$ cat src/rtl/ip_tx_framer.sv
// Framer from the ROS2 core's serialized TX byte stream to the verilog-ethernet IP TX header and
// payload interfaces. Optional length check is enabled by defining IP_TX_FRAMER_LEN_CHECK_EN.
module ip_tx_framer #(
  parameter int unsigned MAX_PAYLOAD = 1472
) (
  input  logic        clk,
  input  logic        rst,
  input  logic [7:0]  din_dout,
  input  logic        din_empty_n,
  output logic        din_read,
  output logic        tx_hdr_valid,
  input  logic        tx_hdr_ready,
  output logic [5:0]  tx_ip_dscp,
  output logic [1:0]  tx_ip_ecn,
  output logic [15:0] tx_ip_length,
  output logic [7:0]  tx_ip_ttl,
  output logic [7:0]  tx_ip_protocol,
  output logic [31:0] tx_ip_source_ip,
  output logic [31:0] tx_ip_dest_ip,
  output logic [7:0]  tx_payload_tdata,
  output logic        tx_payload_tvalid,
  input  logic        tx_payload_tready,
  output logic        tx_payload_tlast,
  output logic        busy,
  output logic [15:0] drop_count
);

`ifdef IP_TX_FRAMER_LEN_CHECK_EN
  localparam bit LenCheckEn = 1'b1;
`else
  localparam bit LenCheckEn = 1'b0;
`endif

  typedef enum logic [2:0] {
    StIdle,
    StHdr,
    StSendHdr,
    StPayload,
    StDrop
  } state_e;

  state_e      state_q, state_d;
  logic [3:0]  idx_q, idx_d;
  logic [31:0] dest_q, dest_d;
  logic [31:0] src_q, src_d;
  logic [7:0]  proto_q, proto_d;
  logic [7:0]  ttl_q, ttl_d;
  logic [7:0]  len_hi_q, len_hi_d;
  logic [15:0] ip_len_q, ip_len_d;
  logic [15:0] rem_q, rem_d;
  logic [15:0] drop_q, drop_d;

  logic        din_read_c;
  logic [15:0] len_val;
  logic        len_zero;
  logic        len_over;
  logic [15:0] drop_inc;

  assign len_val  = {len_hi_q, din_dout};
  assign len_zero = (len_val == 16'd0);
  assign len_over = ({16'd0, len_val} > MAX_PAYLOAD);
  assign drop_inc = (drop_q == 16'hFFFF) ? drop_q : drop_q + 16'd1;

  always_comb begin
    state_d           = state_q;
    idx_d             = idx_q;
    dest_d            = dest_q;
    src_d             = src_q;
    proto_d           = proto_q;
    ttl_d             = ttl_q;
    len_hi_d          = len_hi_q;
    ip_len_d          = ip_len_q;
    rem_d             = rem_q;
    drop_d            = drop_q;
    din_read_c        = 1'b0;
    tx_hdr_valid      = 1'b0;
    tx_payload_tvalid = 1'b0;
    tx_payload_tdata  = 8'h00;
    tx_payload_tlast  = 1'b0;

    unique case (state_q)
      StIdle: begin
        // Byte 0 is taken in the same cycle the frame is noticed.
        if (din_empty_n) begin
          din_read_c = 1'b1;
          dest_d     = {dest_q[23:0], din_dout};
          idx_d      = 4'd1;
          state_d    = StHdr;
        end
      end

      StHdr: begin
        din_read_c = din_empty_n;
        if (din_empty_n) begin
          idx_d = idx_q + 4'd1;
          case (idx_q)
            4'd0, 4'd1, 4'd2, 4'd3: dest_d = {dest_q[23:0], din_dout};
            4'd4, 4'd5, 4'd6, 4'd7: src_d  = {src_q[23:0], din_dout};
            4'd8:  proto_d  = din_dout;
            4'd9:  ttl_d    = din_dout;
            4'd10: len_hi_d = din_dout;
            4'd11: begin
              idx_d    = 4'd0;
              ip_len_d = len_val + 16'd20;
              rem_d    = len_val;
              if (LenCheckEn && len_zero) begin
                drop_d  = drop_inc;
                state_d = StIdle;
              end else if (LenCheckEn && len_over) begin
                state_d = StDrop;
              end else begin
                state_d = StSendHdr;
              end
            end
            default: idx_d = 4'd0;
          endcase
        end
      end

      StSendHdr: begin
        tx_hdr_valid = 1'b1;
        if (tx_hdr_ready) begin
          state_d = (rem_q == 16'd0) ? StIdle : StPayload;
        end
      end

      StPayload: begin
        // Zero-latency pass-through; tvalid follows FIFO occupancy.
        tx_payload_tvalid = din_empty_n;
        tx_payload_tdata  = din_dout;
        tx_payload_tlast  = (rem_q == 16'd1);
        din_read_c        = din_empty_n & tx_payload_tready;
        if (din_read_c) begin
          rem_d = rem_q - 16'd1;
          if (rem_q == 16'd1) begin
            state_d = StIdle;
          end
        end
      end

      StDrop: begin
        din_read_c = din_empty_n;
        if (din_empty_n) begin
          rem_d = rem_q - 16'd1;
          if (rem_q == 16'd1) begin
            drop_d  = drop_inc;
            state_d = StIdle;
          end
        end
      end

      default: state_d = StIdle;
    endcase
  end

  always_ff @(posedge clk or posedge rst) begin
    if (rst) begin
      state_q  <= StIdle;
      idx_q    <= 4'd0;
      dest_q   <= 32'd0;
      src_q    <= 32'd0;
      proto_q  <= 8'd0;
      ttl_q    <= 8'd0;
      len_hi_q <= 8'd0;
      ip_len_q <= 16'd0;
      rem_q    <= 16'd0;
      drop_q   <= 16'd0;
    end else begin
      state_q  <= state_d;
      idx_q    <= idx_d;
      dest_q   <= dest_d;
      src_q    <= src_d;
      proto_q  <= proto_d;
      ttl_q    <= ttl_d;
      len_hi_q <= len_hi_d;
      ip_len_q <= ip_len_d;
      rem_q    <= rem_d;
      drop_q   <= drop_d;
    end
  end

  // IDLE reads combinationally from the FIFO flag, so mask it while reset is held.
  assign din_read        = din_read_c & ~rst;
  assign busy            = (state_q != StIdle);
  assign drop_count      = LenCheckEn ? drop_q : 16'd0;
  assign tx_ip_dscp      = 6'd0;
  assign tx_ip_ecn       = 2'd0;
  assign tx_ip_length    = ip_len_q;
  assign tx_ip_ttl       = ttl_q;
  assign tx_ip_protocol  = proto_q;
  assign tx_ip_source_ip = src_q;
  assign tx_ip_dest_ip   = dest_q;

endmodule

$ cat config.mk
export PLATFORM = sky130hd
export DESIGN_NAME = ip_tx_framer
export DESIGN_NICKNAME = d
export VERILOG_FILES = /design/src/rtl/ip_tx_framer.sv
export SDC_FILE = /design/constraint.sdc
export NUM_CORES = 1
export LEC_CHECK = 0
export ABC_AREA = 1
export BUFFER_PORTS_ARGS = -buffer_cell sky130_fd_sc_hd__buf_2
export CORE_MARGIN = 3
export CORE_UTILIZATION = 54
export DETAILED_ROUTE_END_ITERATION = 8
export PLACE_DENSITY = 0.8
export SLEW_MARGIN = 5
export SYNTH_ARGS = -nofsm -noshare
export SYNTH_HDL_FRONTEND = slang
export SYNTH_SLANG_ARGS = --single-unit
$ cat constraint.sdc
create_clock -name clk -period 5 [get_ports clk]
set_clock_uncertainty 0.2 [all_clocks]
set_input_delay 0.25 -clock clk [delete_from_list [all_inputs] [get_ports clk]]
set_output_delay 0.25 -clock clk [all_outputs]
set_load 0.01 [all_outputs]
# Word-level counts from Yosys, hierarchy flattened
# Index checks and enable logic that the tools add are counted.
[classes]
n_addsub = 3
eq_ne = 23
n_mux = 28
bitwise_logic = 3
reduce_logical = 19
[op_table]
columns = ["operator", "count"]
rows = [
  ["$mux 32", 3],
  ["$mux 16", 4],
  ["$pmux 32 s2", 1],
  ["$pmux 16 s3", 1],
  ["$mux 3", 7],
  ["$reduce_and 3->1", 6],
  ["$add 16x5->16 const B", 1],
  ["$eq 16x1->1 const B", 1],
  ["$eq 4x3->1 const B", 4],
  ["$eq 4x4->1 const B", 4],
  ["$logic_not 16->1", 1],
  ["$sub 16x1->16 const B", 1],
  ["$pmux 3 s5", 1],
  ["$mux 4", 3],
  ["$ne 2x2->1 const B", 6],
  ["$reduce_or 11->1", 1],
  ["$eq 4x2->1 const B", 2],
  ["$mux 8", 1],
  ["$pmux 4 s2", 1],
  ["$reduce_or 4->1", 2],
  ["$eq 3x2->1 const B", 2],
  ["$reduce_and 6->1", 1],
  ["$reduce_bool 3->1", 2],
  ["$reduce_and 5->1", 1],
  ["other kinds (15)", 19],
]
[totals]
ff_bits = 127

# Longest topological paths before layout
# Gate-level depths: netlist of the first run.
[logic_depth]
ltp_word = 5
ltp_mapped = 10
depth_no_buf = 10

# Worst setup path before layout of the first run
# OpenSTA, ideal clock, no wires.
[synth_timing]
path_kind = "register -> output"
startpoint = "register state_q[1]"
endpoint = "output tx_payload_tlast"
arrival_ns = 1.240
required_ns = 4.550
setup_slack_ns = 3.310
stages_incl_launch_ff = 5
path_buffers = 2
path_cell_list = "dfrtp_1 nand2_2 clkbuf_1 buf_1 nor2_1"
[synth_between]
elab_chain_cells = 2
[synth_rtl]
columns = ["element", "line_no", "rtl"]
rows = [
  ["start, declared", "42", "state_e state_q, state_d;"],
  ["start signal, assigned", "158", "state_q <= StIdle;"],
  ["start signal, assigned", "169", "state_q <= state_d;"],
  ["$eq 3x2->1", "81", "unique case (state_q)"],
  ["$mux 1", "81", ""],
  ["end, declared", "23", "output logic tx_payload_tlast,"],
]
# Every way passes these cells.

# Worst setup path in the final report of the first run
[layout_timing]
startpoint = "register state_q[1]"
endpoint = "register ip_len_q[6] (netlist: tx_ip_length[6])"
[layout_between]
elab_chain_cells = 2
[layout_rtl]
columns = ["element", "line_no", "rtl"]
rows = [
  ["$eq 3x1->1", "81", ""],
  ["$reduce_and 3->1 (no source line)", "--", ""],
  ["end signal, assigned", "176", "ip_len_q <= ip_len_d;"],
  ["end, declared", "49", "logic [15:0] ip_len_q, ip_len_d;"],
]
# Every way passes these cells.
# A chain may end at the register's enable or synchronous reset.

==> impl_metrics.json, run 1 <==
{
  "status": "complete, no violations",
  "row_count": 37,
  "first_iter_violations": 504,
  "grt_max_degree": 70,
  "cts_tree": "built",
  "ant_nets": 0,
  "cp-start-kind": "flop",
  "num_antenna_cells": 0,
  "grt_util_met1_pct": 32.2,
  "ir_drop_mv": 0.313,
  "die-area_um2": 12300,
  "critPathKind": "reg -> reg",
  "powerDensity_nw_per_um2": 618,
  "cts-root-buf": "clkbuf_8",
  "slew_headroom_pct": 44.8,
  "final_cell_mix": "nand2_1 (191), dfrtp_1 (126), buf_2 (121), o21ai_0 (93), nor2_1 (81)",
  "io_pins": 146,
  "nNetsFinal": 873,
  "yosysWarnings": 0,
  "wl_per_cell_um": 15.2,
  "initial_utilization_pct": 56.3,
  "worst_setup_path_end_kind": "flop",
  "die_h_um": 111,
  "maxSlewViolCount": 0,
  "use_met2_pct": 42.8,
  "cts_htree_levels": 4,
  "finalWirelength_mm": 15.2,
  "cts_buffers": 17,
  "min_path_type": "in -> reg",
  "ys_seq_area_share_pct": 53.3,
  "postCtsResizedCells": 0,
  "grt-busiest-layer": "met2",
  "hold_viol_final": 0,
  "total_power_w": 0.00447,
  "netlist_instances": 724,
  "route.detailed.drc": 0,
  "drt-pass1-iter-count": 6,
  "cts.clk_slew.worst_paths_ps": 60,
  "ys_seq_elements": 126,
  "tightest_slew_ps": 828,
  "worstPathMaxFanout": 20,
  "drv_cap": 0,
  "cts.sinks": 126,
  "io_buffer_count": 121,
  "rsz0062_at_grt": "false",
  "min_period_ps": 2830,
  "grt_remaining_overflow": 0,
  "grtUsageMet3_pct": 5.90,
  "place_congestion": 0.942,
  "netlist_area_um2": 5920,
  "antenna_found_initial": 0,
  "p_leak_nw": 3.74,
  "syn_area_per_cell_um2": 8.18,
  "clockBufferDepth": 2,
  "crit_required_ps": 5200,
  "vias_per_cell": 5.27,
  "layout_commonest_cell": "nand2_1",
  "grt_usage_pct": 25.5,
  "finalSetupTns_ps": 0,
  "arrival_ps": 3030,
  "syn_to_final_growth_pct": 22.1,
  "chipWidth_um": 111,
  "grt_pass1_wl_mm": 25.4,
  "final_layout_size_suffix_gt1_share_pct": 20.3,
  "fmax_mhz": 353,
  "synth_cell_types": 27,
  "setup_viol": 0,
  "vias": 5284,
  "core_um2": 10500,
  "timing.final.crit_share_pct": 56.6,
  "clock_latency_ps": 520,
  "grt_pass1_vias": 5122,
  "dpl.hpwl_mm": 10.0
}
worst max-delay path: stages (launching register included):
cell,delay (ps)
dfrtp_1,460
nor2_4,210
nand2_2,140
nor2_2,480
inv_1,420
nand2_1,150
o21ai_0,90
dlygate4sd3_1,560
area by class of cell:
cell class / count / area, um^2
clock buffer: 17 / 414
clock inverter: 15 / 186
fill: 772 / 3280
inverter: 77 / 292
multi-input combinational: 495 / 2270
sequential: 126 / 3150
tap: 136 / 170
timing repair buffer: 136 / 748
stage by stage:
| step | area (um^2) | hold slack (ps) | setup WS (ps) | instances | utilization (%) |
|---|---|---|---|---|---|
| CTS | 7230 | 37.9 | 2200 | 1002 | 68.8 |
| global placement | 6510 | 256 | 2540 | 958 | 62.0 |
| detailed placement | 6510 | 262 | 2460 | 958 | 62.0 |
| floorplan | 6010 | 162 | 1190 | 747 | - |
| finish | 7230 | 56.3 | 2170 | 1002 | 68.8 |
| global route | 7230 | 62.2 | 1990 | 1002 | 68.8 |
flip-flops by register name (all words and copies together) (netlist names):
register / count
tx_ip_ttl: 8
rem_q: 16
state_q: 2
idx_q: 4
tx_ip_dest_ip: 32
tx_ip_protocol: 8
tx_ip_source_ip: 32
len_hi_q: 8
tx_ip_length: 16
timing repair:
item	4_1_cts	5_1_grt
hold buffers	12	0
hold endpoints to repair	80	0
setup buffers	0	0
Yosys cell counts:
cell / count / area (um^2)
nand4_1: 1 / 6.26
inv_1: 75 / 282
nor2_2: 1 / 6.26
nand3_1: 31 / 155
nor2_4: 2 / 22.5
ha_1: 7 / 87.6
mux2_2: 8 / 90.1
nand2_2: 4 / 25.0
o31ai_1: 1 / 7.51
buf_4: 25 / 188
buf_2: 15 / 75.1
nor2_1: 81 / 304
clkbuf_1: 8 / 30.0
xnor2_1: 2 / 17.5
o22ai_1: 3 / 18.8
buf_1: 1 / 3.75
nor3_4: 1 / 16.3
o21ai_0: 93 / 465
a21oi_1: 36 / 180
xor2_1: 2 / 17.5
conb_1: 1 / 3.75
nand2_1: 191 / 717
nor3_1: 2 / 10.0
a31oi_1: 4 / 25.0
inv_2: 2 / 7.51
dfrtp_1: 126 / 3150
or2_2: 1 / 6.26
power breakdown:
| part | switching (W) | total [W] | internal (W) | leakage (nW) |
|---|---|---|---|---|
| clock network | 0.000472 | 0.00124 | 0.000767 | 0.293 |
| registers | 0.000316 | 0.00173 | 0.00141 | 1.59 |
| logic | 0.000936 | 0.00150 | 0.000567 | 1.86 |
| total | 0.00172 | 0.00447 | 0.00274 | 3.74 |
metal layers:
metal / share of wire (%) / vias to the layer above / wire length [um]
li1: - / 2511 / -
met1: 40 / 2505 / 6100
met2: 50 / 235 / 7630
met3: 7.3 / 33 / 1120
met4: 2.4 / 0 / 367
met5: 0 / - / 0
cells by family (layout without fill, tap and decap cells):
group	Yosys count	after routing	synth area share, %
adders and majority gates	7	7	1.48
other	1	24	0.0633
xor gates and xnor gates	4	4	0.592
DFF	126	126	53.3
and+or+nand+nor	315	315	21.4
muxes	8	8	1.52
AOI/OAI and AO/OA	137	137	11.8
buffers and inverters	126	245	9.89
final timing paths:
| kind | end | cells after the start | slack (ps) | startpoint |
|---|---|---|---|---|
| min in group asynchronous | rem_q[6] | 3 | 300 | rst |
| setup / recovery | tx_ip_length[6] | 7 | 2170 | state_q[1] |
| setup reg to reg | tx_ip_length[6] | 7 | 2170 | state_q[1] |
| max in group asynchronous | tx_ip_source_ip[4] | 4 | 3100 | rst |
| hold reg to reg | tx_ip_length[12] | 2 | 280 | tx_ip_length[12] |
| hold / removal | state_q[0] | 7 | 60 | tx_hdr_ready |
Note: power is estimated with default switching activity, not from simulation.
==> run 2: changes to the inputs <==
ABC_AREA = 0   (was 1)
CORE_UTILIZATION = 48   (was 54)
PLACE_DENSITY = 0.75   (was 0.8)
clock period = 2.6 ns   (was 5 ns; I/O delays follow)
==> run 2 against run 1 <==
Cell count is 22% lower. Total power is 100% higher. Clock-buffer cell count is 7 higher. Largest cell class unchanged. Synthesized cell count is 32% lower. Largest power group unchanged. Hold slack worse by 30 ps. Routed wire length is 13% lower. Sequential power is 110% higher. Utilization is 6.9 points lower. Register-to-register slack worse by 1800 ps. Area after synthesis is 2.2% lower. First-iteration DRC count is 18% lower.
==> impl_metrics.json, run 2 <==
{
  "status": "complete, no violations",
  "netlist_instances": 495,
  "synth_common_cells": "dfrtp_1 (126), mux2_2 (88), nand2_1 (41), o21ai_0 (30), a21oi_1 (26)",
  "worst_setup_path_end_kind": "output port",
  "layout_commonest_cell": "dfrtp_1",
  "final_layout_size_suffix_gt1_share_pct": 41.4,
  "num_antenna_cells": 0,
  "use_met2_pct": 32.2,
  "dpl.hpwl_mm": 9.01,
  "synthTopCellsByArea": "dfrtp_1 (54%), mux2_2 (17%), buf_4 (3.1%)",
  "grtUsageMet3_pct": 5.27,
  "fillCellCount": 915,
  "crit_required_ps": 2270,
  "grt_usage_pct": 19.8,
  "cts_tree": "built",
  "yosysTopAreaCell": "dfrtp_1",
  "arrival_ps": 2200,
  "utilization_pct": 61.9,
  "cts.clk_slew.worst_paths_ps": 50,
  "synth_cell_types": 46,
  "chipWidth_um": 116,
  "grt-busiest-layer": "met2",
  "grt_util_met1_pct": 25.8,
  "async_flop_share_pct": 100,
  "min_path_type": "in -> reg",
  "wl_per_cell_um": 16.9,
  "reg2reg_slack_ps": 370,
  "synth_enable_flop_cells": 0,
  "drv_cap": 0,
  "place_congestion": 0.897,
  "postLayoutCellArea_um2": 7190,
  "grt_pass1_wl_mm": 20.5,
  "cts-root-buf": "clkbuf_16",
  "ys_seq_elements": 126,
  "vias": 4206,
  "min_from": "din_dout[3]",
  "fin_hold_ws_ps": 25.9,
  "synth_most_common_cell": "dfrtp_1",
  "worstPathMaxFanout": 5,
  "tightest_slew_ps": 632,
  "syn_to_final_growth_pct": 24.0,
  "slew_headroom_pct": 57.9,
  "ant_nets": 0,
  "ys_seq_area_share_pct": 54.4,
  "clockBufferDepth": 2,
  "grt_pass1_vias": 4025,
  "core_um2": 11600,
  "fmax_mhz": 395,
  "finalSetupTns_ps": 0,
  "vias_per_cell": 5.36,
  "yosys.area.top_type_share_pct": 54.4,
  "route.detailed.drc": 0,
  "cts_buffers": 17,
  "antenna_found_initial": 0,
  "drt-pass1-iter-count": 4,
  "maxSlewViolCount": 0,
  "cts_htree_levels": 4,
  "initial_utilization_pct": 49.9,
  "p_leak_nw": 3.44,
  "grt_max_degree": 127,
  "rr_endpoint": "rem_q[11]",
  "netlist_area_um2": 5790,
  "rsz0062_at_grt": "false",
  "dpl_cell_area_um2": 6480,
  "min_period_ps": 2530,
  "finalWirelength_mm": 13.3,
  "nNetsFinal": 652,
  "rr_worst_depth": 5,
  "io_pins": 146,
  "critPathKind": "reg -> out",
  "grt_remaining_overflow": 0,
  "syn_area_per_cell_um2": 11.7,
  "synth_flop_cell": "dfrtp_1",
  "hold_viol_final": 0,
  "row_count": 39,
  "yosysWarnings": 0,
  "die-area_um2": 13400,
  "cts.sinks": 126,
  "whs_path_depth": 2,
  "holdPathEnd": "len_hi_q[3]",
  "setup_viol": 0,
  "die_h_um": 116,
  "powerDensity_nw_per_um2": 1270,
  "cp-start-kind": "flop",
  "clock_latency_ps": 400,
  "final_cell_mix": "dfrtp_1 (124), buf_2 (121), mux2_2 (88), nand2_1 (40), o21ai_0 (30)",
  "first_iter_violations": 411,
  "io_buffer_count": 121,
  "rr_startpoint": "rem_q[0]",
  "timing.final.crit_share_pct": 97.3,
  "ir_drop_mv": 0.492
}
[run 2: where the power goes]
part	switching, W	total (W)	internal [W]
sequential	0.000703	0.00359	0.00288
clock	0.000779	0.00223	0.00145
combinational	0.00167	0.00333	0.00166
total	0.00315	0.00914	0.00599
[run 2: worst max path at each step]
stage | slack [ps] | end | depth (start not counted) | start
2_1_floorplan | 40 | din_read | 3 | rst
3_3_place_gp | 390 | tx_payload_tlast | 5 | rem_q[8]
3_5_place_dp | 390 | rem_q[11] | 5 | rem_q[0]
4_1_cts | 20 | tx_payload_tlast | 5 | rem_q[8]
5_1_grt | 7 | tx_payload_tlast | 5 | rem_q[11]
6_report | 70 | tx_payload_tlast | 5 | rem_q[11]
[run 2: worst max-delay path: stages, from the launching register on]
cell and delay, ps:
dfrtp_1 400, or4_4 590, nor4_4 310, nand2_2 130, nor3_4 210, buf_2 160
[run 2: timing repair]
item,in CTS,in global routing
hold buffers,8,0
endpoints found under the hold margin,146,0
gates resized for setup,2,3
setup endpoints to repair,1,1
buffers inserted,0,5
pin swaps,0,3
gates cloned,0,0
[run 2: cell type report]
cell class                 count  area (um^2)  share of cell area [%]
clock buffer                  24          512                    7.12
clock inverter                 5         56.3                   0.784
inverter                       8         33.8                   0.470
multi-input combinational    334         2430                    33.8
sequential                   126         3160                    43.9
tap                          143          179                    2.49
timing repair buffer         145          818                    11.4
[run 2: cells by family (layout without fill, tap and decap cells)]
| family | after synthesis | count (layout) | share of synthesized area, % |
|---|---|---|---|
| DFF | 126 | 126 | 54.4 |
| and+or+nand+nor | 118 | 118 | 10.8 |
| muxes | 88 | 88 | 17.1 |
| AOI/OAI and AO/OA | 84 | 84 | 8.73 |
| buffers and inverters | 58 | 182 | 5.44 |
| xor gates and xnor gates | 13 | 13 | 1.97 |
| adders and majority gates | 7 | 7 | 1.51 |
| other | 1 | 24 | 0.0647 |
[run 2: routing by layer]
| metal | wire (um) | share of wire (%) | up-vias |
|---|---|---|---|
| met4 | 233 | 1.8 | 0 |
| li1 | - | - | 1978 |
| met2 | 6350 | 48 | 156 |
| met3 | 834 | 6.3 | 18 |
| met5 | 0 | 0 | - |
| met1 | 5860 | 44 | 2054 |
[run 2: stage by stage]
| stage | std cells | total power [W] | setup slack, ps |
|---|---|---|---|
| after floorplan | 518 | 0.00565 | 40.8 |
| after global placement | 743 | 0.00672 | 392 |
| after detailed placement | 743 | 0.00690 | 386 |
| after CTS | 780 | 0.00916 | 19.1 |
| after global routing | 785 | 0.00972 | 6.50 |
| final | 785 | 0.00914 | 70.0 |
==> run 3: changes to the inputs <==
CORE_UTILIZATION = 57   (was 48)
PLACE_DENSITY = 0.84   (was 0.75)
SKIP_CTS_REPAIR_TIMING = 1   (was default)
clock period = 3.2 ns   (was 2.6 ns; I/O delays follow)
==> run 3 against run 2 <==
Die area fell by 15%. Sequential power shrank 16%. Hold slack improved by 21 ps. Non-clock buffer count is 3 lower. Via count grew 6.3%. Setup slack improved by 340 ps. Combinational power is 19% lower. Critical endpoint unchanged. Largest cell class unchanged.
==> impl_metrics.json, run 3 (synthesized netlist as in run 2, its figures left out) <==
{
  "status": "complete, no violations",
  "route.detailed.drc": 0,
  "cts_buffers": 17,
  "clockBufferDepth": 2,
  "critPathKind": "reg -> out",
  "power_frac_seq_pct": 39.2,
  "finalSetupTns_ps": 0,
  "timing.final.crit_share_pct": 87.1,
  "first_iter_violations": 456,
  "slew_headroom_pct": 41.8,
  "rsz0062_at_grt": "false",
  "cp-start-kind": "flop",
  "p_leak_nw": 3.42,
  "drv_cap": 0,
  "worstPathMaxFanout": 7,
  "ant_nets": 0,
  "crit_buf_inv": 1,
  "vias_per_cell": 5.78,
  "crit_chain": "or4_4 > nor4_4 > nand2_1 > nor3_1 > buf_2",
  "drt-pass1-iter-count": 5,
  "num_antenna_cells": 0,
  "crit_required_ps": 2840,
  "cts.sinks": 126,
  "row_count": 36,
  "power_frac_clock_pct": 25.5,
  "cts.clk_slew.worst_paths_ps": 60,
  "power.share.switching_pct": 35.8,
  "crit_family": "simple AND/OR/NAND/NOR gates",
  "hold_viol_final": 0,
  "cp_slowest_stage_delay_ps": 630,
  "antenna_found_initial": 0,
  "io_pins": 146,
  "place_congestion": 0.854,
  "nNetsFinal": 649,
  "syn_to_final_growth_pct": 24.0,
  "wl_per_cell_um": 19.3,
  "final_cell_mix": "dfrtp_1 (126), buf_2 (121), mux2_2 (88), nand2_1 (41), o21ai_0 (30)",
  "dpl_cell_area_um2": 6450,
  "min_period_ps": 2790,
  "grt_pass1_vias": 4317,
  "grt_remaining_overflow": 0,
  "initial_utilization_pct": 59.0,
  "chipWidth_um": 107,
  "arrival_ps": 2430,
  "fmax_mhz": 359,
  "final_layout_size_suffix_gt1_share_pct": 40.0,
  "clock_latency_ps": 510,
  "power.internal_w": 0.00492,
  "rr_startpoint": "rem_q[8]",
  "finalWirelength_mm": 14.9,
  "grt_max_degree": 87,
  "startpoint": "rem_q[8]",
  "grt_pass1_wl_mm": 22.7,
  "min_path_type": "in -> async",
  "worst_setup_path_end_kind": "output port",
  "netSwitchingPower_w": 0.00275,
  "core_um2": 9820,
  "powerDensity_nw_per_um2": 1070,
  "cts_tree": "built",
  "grt_usage_pct": 26.1,
  "cts_htree_levels": 4,
  "cp.depth": 5,
  "tightest_slew_ps": 874,
  "io_buffer_count": 121,
  "vias": 4470,
  "die-area_um2": 11400,
  "dpl.hpwl_mm": 9.50,
  "cts-root-buf": "clkbuf_8",
  "layout_commonest_cell": "dfrtp_1",
  "die_h_um": 107,
  "postLayoutCellArea_um2": 7180,
  "setup_viol": 0,
  "ir_drop_mv": 0.529,
  "pwr-share-comb_pct": 35.3,
  "maxSlewViolCount": 0,
  "rr_worst_depth": 6,
  "cpMaxStageDelayCell": "or4_4"
}
-- run 3: cell types whose count changed in the layout (fill, tap and decap cells not counted), moves of 2 or more --
cell and change:
bufinv_16 +2, dfrtp_2 -2, buf_4 -8, clkinvlp_4 +2
dfrtp_1 +2, dlygate4sd3_1 +5
-- run 3: final timing paths --
kind / end / slack [ps]
worst min-delay path: tx_ip_length[4] / 50
worst max-delay path: tx_payload_tlast / 410
max in group asynchronous: tx_ip_source_ip[13] / 1980
min in group clk: tx_ip_length[5] / 300
worst max register to register: state_q[0] / 450
worst min register to register: tx_ip_length[5] / 300
-- run 3: power by group through the flow --
stage	registers, W	clock network (W)	logic [W]
2_1_floorplan	0.00310	0	0.00149
3_3_place_gp	0.00291	0	0.00253
3_5_place_dp	0.00300	0	0.00264
4_1_cts	0.00299	0.00196	0.00269
5_1_grt	0.00309	0.00205	0.00291
6_report	0.00300	0.00195	0.00271
-- run 3: through the flow --
stage	setup slack, ps	cells	utilization, %	power (W)	hold slack, ps
after global routing	314	773	73.2	0.00805	57.4
after floorplan	581	518	-	0.00459	65.4
after detailed placement	778	730	65.7	0.00564	27.1
final	414	773	73.2	0.00766	46.9
after global placement	965	730	65.7	0.00544	20.7
after CTS	427	760	71.8	0.00764	-508
-- run 3: layer usage --
| layer | up-vias | routed length [um] | GRT usage [%] |
|---|---|---|---|
| li1 | 1977 | - | - |
| met1 | 2174 | 5640 | 31.4 |
| met2 | 269 | 7480 | 42.3 |
| met3 | 50 | 1180 | 7.83 |
| met4 | 0 | 621 | 13.9 |
| met5 | - | 0 | 0 |
-- run 3: final cells by class --
cell class | instances | area [um^2]
clock buffer | 21 | 469
tap | 133 | 166
fill | 604 | 2640
inverter | 8 | 33.8
multi-input combinational | 334 | 2420
timing repair buffer | 142 | 808
sequential | 126 | 3150
clock inverter | 9 | 135
-- run 3: worst min-delay path: stages --
cell	delay (ps)
dlygate4sd3_1	540
buf_2	140
clkinvlp_4	350
